[src/rtl/tdm_demux_1_8_v.sv]
// tdm_demux_1_8_v: receive end of an 8-slot TDM serial link.
// Samples i_bit once per enabled cycle while stepping a slot counter 0..7 and
// routes each bit to its lane. It reassembles the 8-bit code word, with slot k
// landing in o_code[k], and flags a completed word with a one-cycle o_valid.
//
// Ports:
//   i_clk       rising-edge clock
//   i_rst_n     asynchronous active-low reset
//   i_en        sample enable (0 stalls the frame)
//   i_start     frame sync, marks the slot-0 cycle
//   i_bit       serial data line
//   o_sel_code  slot index sampled this cycle (combinational, 0 in IDLE)
//   o_lane      one-hot demux of i_bit onto the current slot (combinational)
//   o_code      registered reassembled word
//   o_valid     one-cycle pulse, o_code updated
//   o_busy      frame in progress
//   o_err       one-cycle pulse, frame aborted by a premature i_start
module tdm_demux_1_8_v #(
  parameter int unsigned HOLD_LAST = 1
) (
  input  logic       i_clk,
  input  logic       i_rst_n,
  input  logic       i_en,
  input  logic       i_start,
  input  logic       i_bit,
  output logic [2:0] o_sel_code,
  output logic [7:0] o_lane,
  output logic [7:0] o_code,
  output logic       o_valid,
  output logic       o_busy,
  output logic       o_err
);

  localparam int unsigned CODE_W = 8;
  localparam int unsigned SLOT_W = 3;

  localparam logic [0:0] ST_IDLE   = 1'b0;
  localparam logic [0:0] ST_ACTIVE = 1'b1;

  logic [0:0]        state_q,  state_d;
  logic [SLOT_W-1:0] slot_q,   slot_d;
  logic [CODE_W-1:0] shadow_q, shadow_d;
  logic [CODE_W-1:0] code_q,   code_d;
  logic              valid_q,  valid_d;
  logic              err_q,    err_d;
  logic              sample_c;

  // A sample is taken on an enabled frame start or any enabled ACTIVE cycle;
  // gated by reset so the combinational outputs read 0 while in reset.
  assign sample_c = i_rst_n & i_en & ((state_q == ST_IDLE) ? i_start : 1'b1);

  // Combinational demux onto the lane of the current slot.
  always_comb begin
    o_lane = '0;
    if (sample_c) begin
      o_lane[slot_q] = i_bit;
    end
  end

  // Next-state and frame assembly.
  always_comb begin
    state_d  = state_q;
    slot_d   = slot_q;
    shadow_d = shadow_q;
    valid_d  = 1'b0;
    err_d    = 1'b0;
    // Without HOLD_LAST the word is shown only for the o_valid cycle.
    code_d   = (HOLD_LAST == 0 && valid_q) ? '0 : code_q;

    case (state_q)
      ST_IDLE: begin
        if (i_en && i_start) begin
          shadow_d = CODE_W'(i_bit);
          slot_d   = SLOT_W'(1);
          state_d  = ST_ACTIVE;
        end
      end
      ST_ACTIVE: begin
        if (i_en) begin
          if (i_start) begin
            // Premature sync: drop the partial frame, this cycle is slot 0.
            err_d    = 1'b1;
            shadow_d = CODE_W'(i_bit);
            slot_d   = SLOT_W'(1);
          end else if (slot_q == SLOT_W'(7)) begin
            code_d   = {i_bit, shadow_q[6:0]};
            valid_d  = 1'b1;
            slot_d   = '0;
            state_d  = ST_IDLE;
          end else begin
            shadow_d[slot_q] = i_bit;
            slot_d           = slot_q + SLOT_W'(1);
          end
        end
      end
      default: begin
        state_d = ST_IDLE;
        slot_d  = '0;
      end
    endcase
  end

  // State and output registers.
  always_ff @(posedge i_clk or negedge i_rst_n) begin
    if (!i_rst_n) begin
      state_q  <= ST_IDLE;
      slot_q   <= '0;
      shadow_q <= '0;
      code_q   <= '0;
      valid_q  <= 1'b0;
      err_q    <= 1'b0;
    end else begin
      state_q  <= state_d;
      slot_q   <= slot_d;
      shadow_q <= shadow_d;
      code_q   <= code_d;
      valid_q  <= valid_d;
      err_q    <= err_d;
    end
  end

  assign o_sel_code = slot_q;
  assign o_code     = code_q;
  assign o_valid    = valid_q;
  assign o_busy     = (state_q == ST_ACTIVE);
  assign o_err      = err_q;

endmodule

[config.mk]
export PLATFORM = sky130hd
export DESIGN_NAME = tdm_demux_1_8_v
export DESIGN_NICKNAME = d
export VERILOG_FILES = /design/src/rtl/tdm_demux_1_8_v.sv
export SDC_FILE = /design/constraint.sdc
export NUM_CORES = 1
export LEC_CHECK = 0
export CAP_MARGIN = 25
export CORE_UTILIZATION = 36
export CTS_CLUSTER_SIZE = 16
export DETAILED_ROUTE_END_ITERATION = 8
export PLACE_DENSITY = 0.69
export SLEW_MARGIN = 25
export SYNTH_ARGS = -nofsm -noshare
export SYNTH_HDL_FRONTEND = slang
export SYNTH_SLANG_ARGS = --single-unit
[constraint.sdc]
create_clock -name i_clk -period 1.8 [get_ports i_clk]
set_input_delay 0.54 -clock i_clk [delete_from_list [all_inputs] [get_ports i_clk]]
set_output_delay 0.54 -clock i_clk [all_outputs]
set_load 0.05 [all_outputs]
### After elaboration in Yosys (flattened, before gate mapping)

Cells that the tools add are included.
Widths: inputs -> output; s select.

* word-level logic and storage cells: 50
* register bits after elaboration: 22
* bits of input ports: 5
* output and inout port bits: 22

* bitwise operators: 5
* reductions and logical operators: 5
* mux-type cells: 27
* add/subtract/negate cells: 1
* equal/unequal tests: 4
* order comparisons: 2

Operators with widths (number)
* $mux 8: 5
* $pmux 8 s2: 1
* $mux 1: 13
* $mux 3: 4
* $and 8x8->8: 1
* $bwmux 8: 1
* $pmux 3 s2: 1
* $lt 3x4->1 const B: 1
* $reduce_and 4->1: 1
* $add 3x1->3 const B: 1
* $demux 1 s3: 1
* $eq 3x3->1 const B: 1
* $ge 3x1->1 const B: 1
* $ne 3x3->1 const B: 1
* $reduce_and 3->1: 1
* $and 1x1->1: 2
* $logic_and 1x1->1: 2
* $ne 2x1->1 const B: 1
* $ne 2x2->1 const B: 1
* $not 1->1: 2
* $pmux 1 s2: 1
* $reduce_and 2->1: 1

### Logic depth before layout (Yosys ltp)

* depth after elaboration: 9
* gate-level depth with buffers: 6
* gate-level depth less buffers: 5

### Worst setup path after synthesis

Ideal clock, no wire load.

* kind: reg-to-output
* from: register state_q (netlist: o_busy)
* to: output o_lane[1]
* cell stages (with the launch flop): 4
* setup slack: -0.545 ns
* arrival: 1.805 ns
* required time: 1.260 ns
* path buffers: 1
* cells stage by stage: dfrtp_1 -> buf_2 -> o2111ai_1 -> nor2_1

* cells in the longest elaborated chain, start to end: 3

Ends and longest elaborated chain
* from (decl): RTL line 40 `logic [0:0] state_q, state_d;`
* from (signal assigned): RTL line 113 `state_q <= state_d;`
* $mux 1: RTL line 50 `assign sample_c = i_rst_n & i_en & ((state_q == ST_IDLE) ? i_start : 1'b1);`
* $and 1x1->1: RTL line 50
* $mux 8: RTL line 55 `if (sample_c) begin`
* to (decl): RTL line 27 `output logic [7:0] o_lane,`

No other way between the ends.

### Final worst setup path

* from: register slot_q[0] (netlist: o_sel_code[0])
* to: output o_lane[4]

* cells in the longest elaborated chain, start to end: 6
* elaborated cells between the ends (all ways): 7
* classes of those cells: 2 x order compare; 3 x mux; 1 x bitwise; 1 x reduce/logical

Ends and longest elaborated chain
* from (decl): RTL line 41 `logic [SLOT_W-1:0] slot_q, slot_d;`
* from (signal assigned): RTL line 114 `slot_q <= slot_d;`
* $lt 3x4->1 (implied by the code) or $ge 3x1->1 (tied branches): RTL line 56 `o_lane[slot_q] = i_bit;`
* $logic_and 1x1->1 (implied by the code): RTL line 56
* $mux 1 (implied by the code): RTL line 56
* $demux 1 s3 (*): RTL line 56
* $and 8x8->8 (no source line) (*)
* $mux 8 (*): RTL line 55

Every way passes the cells marked *; elsewhere a longest branch is shown, timed or not.

==> summary.txt <==
Clock network
  • Clk buf depth: 2
  • Hold-fix buffers, CTS: 0
  • Later-pin clock latency in the skew report: 0.31 ns
  • CTS tree: yes
  • H-tree levels: 1
  • Root Buffer: clkbuf_4
  • Clock Pin Slew Worst Setup and Hold Paths: 0.12 ns
  • Sink Count: 21
  • CTS Buf Count: 3

Worst setup path
  • Critical path startpoint: o_sel_code[0]$_DFFE_PN0P_
  • CP Class: flop to primary output
  • End of the worst register-to-register path: shadow_q[6]$_DFFE_PN0P_
  • Worst R2R Start: o_sel_code[0]$_DFFE_PN0P_
  • End of the critical path: o_lane[4]
  • Worst R2R Path Depth: 6
  • Startpoint Class: flop
  • Reg2reg setup slack: -0.14 ns
  • Crit path max-delay cell type: dfrtp_4
  • Slowest stage delay, CP: 0.50 ns
  • Crit-path max FO: 4
  • Worst setup EP type: primary output
  • Worst path arrival time: 1.51 ns
  • Worst EP required: 1.26 ns
  • Cell breakdown of the critical path: buf_6 -> inv_4 -> o2111ai_4 -> nor2_4 -> buf_12

Pwr
  • Switching power: 759 uW
  • Peak supply drop: 0.885 mV
  • Total power: 1.92 mW
  • Sw frac: 39.6%
  • Internal power: 1.16 mW
  • Lkg Pwr: 0.820 nW
  • Logic pwr share: 51.3%
  • Seq pwr share: 36.8%
  • Clock share of power: 12.0%
  • Pwr Density: 1020 nW/um2

Route
  • Vias per cell: 5.48
  • Initial DRC count: 34
  • DRC viols: 2
  • Final WL: 2.92 mm
  • Final ANT Viol Nets: 0
  • Routed len/inst: 16.0 um
  • Drt first pass iters: 7
  • Via count: 997

Finish
  • Area grow syn2layout: 74.9%
  • # diodes: 0
  • Fill count: 214
  • Core Util, Final: 67.2%
  • Nets: 160
  • Area of the multi-input gates: 684 um2
  • Share of cells above drive strength 1: 54.3%
  • Storage cell area: 533 um2
  • Finished Layout Cells: 182

STA
  • RSZ-0062 raised after global routing: yes
  • Setup violators final: 14
  • Clk_skew: 0.00602 ns
  • Final Max Slew Viols: 0
  • Hold Slack: 0.434 ns
  • Worst relative slew slack: 73.5%
  • Fmax: 488 MHz
  • Worst-Margin Slew: 0.398 ns
  • Final Hold Viols: 0
  • Final WS setup: -0.249 ns
  • Period minus WS final: 2.05 ns
  • Final period utilization: 114%

Floorplan
  • Die width: 56.7 um
  • Ports: 27
  • Core Region: 2810 um2
  • Die height: 56.7 um
  • Initial Utilization: 38.4%
  • Cell Rows: 19
  • Die area: 3220 um2

Logic synthesis
  • Yosys warns: 0
  • Register area share after synthesis: 48.8%
  • Synth Area per Inst: 10.5 um2
  • Distinct cells, synth: 27
  • Syn Inst Count: 103
  • Area share of the largest cell type after synthesis: 48.8%
  • Area leader, netlist: dfrtp_1
  • Synthesized cell area: 1080 um2
  • Post-Syn Nets: 111
  • Synth Register Bits: 21
  • Area contributors post-synth: dfrtp_1, mux2_2, a22o_1

Run status
  • Violated checks: design-rule violations, negative setup slack
  • Status: finished with violations

Place
  • Gpl congestion: 0.779
  • Dpl cells: 174
  • I/O Buffers: 26
  • HPWL Detailed: 2.15 mm

Flow run
  • Max-cap check violation count: 0

Global route
  • Overflow after GRT: 0
  • Number of global-route vias before repair: 1047
  • Initial antenna violation count: 0
  • Global Route Usage Sum: 20.2%
  • Pin count of the biggest net entering global routing: 14
  • Global-route wire length before repair: 4.94 mm

Worst hold path
  • Worst min path class: input port to asynchronous set/reset pin
[cells in the final DEF (no fill, tap or decap), drive strengths merged, types with 3 or more instances in the layout]
master,count
nor2b,7
dfrtp,21
a221o,4
mux2,8
buf,44
a22o,6
nand2,9
nor3,4
nand3,5
nor2,9
clkbuf,3
ha,3
inv,4
[cell families (layout without fill, tap and decap cells)]
family | Yosys count | in the layout | share of synthesized area (%)
simple gates | 43 | 43 | 20.9
flops | 21 | 21 | 48.8
compound gates | 19 | 19 | 15.0
buf+inv | 9 | 57 | 3.48
mux | 8 | 8 | 8.36
fa+ha+maj | 3 | 3 | 3.48
[cell usage after synthesis, drive strengths merged]
cell,instances
or3b,1
nor2,9
nand2,9
o2111ai,2
a221o,4
o2bb2ai,1
dfrtp,21
a22o,6
ha,3
buf,3
a31oi,2
a22oi,1
nor3,4
or2,1
clkinv,1
nand4,1
o21ai,1
nand2b,2
inv,4
mux2,8
and2,1
nand3b,1
nand3,5
or4,2
o311ai,2
clkbuf,1
nor2b,7
[registers in the layout, indices dropped and copies added (netlist names)]
| name | cells |
|---|---|
| o_busy | 1 |
| o_valid | 1 |
| o_err | 1 |
| o_code | 8 |
| shadow_q | 7 |
| o_sel_code | 3 |
[area by class of cell]
| type | instances | share of cell area (%) |
|---|---|---|
| Sequential cell | 21 | 28.3 |
| Tap cell | 31 | 2.06 |
| Clock inverter | 1 | 0.266 |
| Multi-Input combinational cell | 73 | 36.3 |
| Clock buffer | 3 | 1.20 |
| Timing Repair Buffer | 48 | 30.7 |
| Inverter | 5 | 1.13 |
[power by group through the flow]
stage	clock network [mW]	registers [mW]	logic, mW
floorplan	0	0.885	0.346
global placement	0	0.704	0.891
detailed placement	0	0.709	0.910
CTS	0.240	0.701	0.952
global route	0.263	0.719	1.04
finish	0.229	0.704	0.982
[layer usage]
metal	vias to the layer above	part of all wire (%)	GRT usage, %
li1	473	-	-
met1	500	42	25.7
met2	20	53	34.4
met3	4	3.5	4.38
met4	0	1.5	5.36
met5	-	0	0
[worst max-delay path, delay by kind of cell (launching register included)]
kind	cells	cell delay, ns
AO/OA/AOI/OAI	1	0.19
buffers and inverters	3	0.33
flip-flops	1	0.50
AND/OR/NAND/NOR	1	0.18
[per-stage QoR]
stage	TNS, ns	cell area [um2]	worst slack, ns
after global routing	-3.08	1880	-0.320
after CTS	-2.24	1830	-0.302
after floorplan	-0.752	1230	-0.126
final	-2.15	1880	-0.249
after detailed placement	-9.89	1770	-0.514
after global placement	-9.28	1770	-0.500
[worst min-delay path by stage]
| stage | cells after the start | slack (ns) | from | end |
|---|---|---|---|---|
| 2_1_floorplan | 0 | 0.24 | i_rst_n | o_busy$_DFF_PN0_ |
| 6_report | 2 | 0.43 | i_rst_n | o_sel_code[0]$_DFFE_PN0P_ |
| 3_5_place_dp | 1 | 0.50 | o_code[1]$_DFFE_PN0P_ | o_code[1]$_DFFE_PN0P_ |
| 3_3_place_gp | 1 | 0.49 | o_code[0]$_DFFE_PN0P_ | o_code[0]$_DFFE_PN0P_ |
| 5_1_grt | 2 | 0.44 | i_rst_n | o_sel_code[0]$_DFFE_PN0P_ |
| 4_1_cts | 2 | 0.46 | i_rst_n | o_sel_code[0]$_DFFE_PN0P_ |
[what timing repair did]
action                                  CTS  global route
resized for setup                        12            10
pin swaps                                 8            10
buffers inserted                          3             1
endpoints found under the setup margin   22            14
No activity file was read; power rests on OpenSTA's default activity.
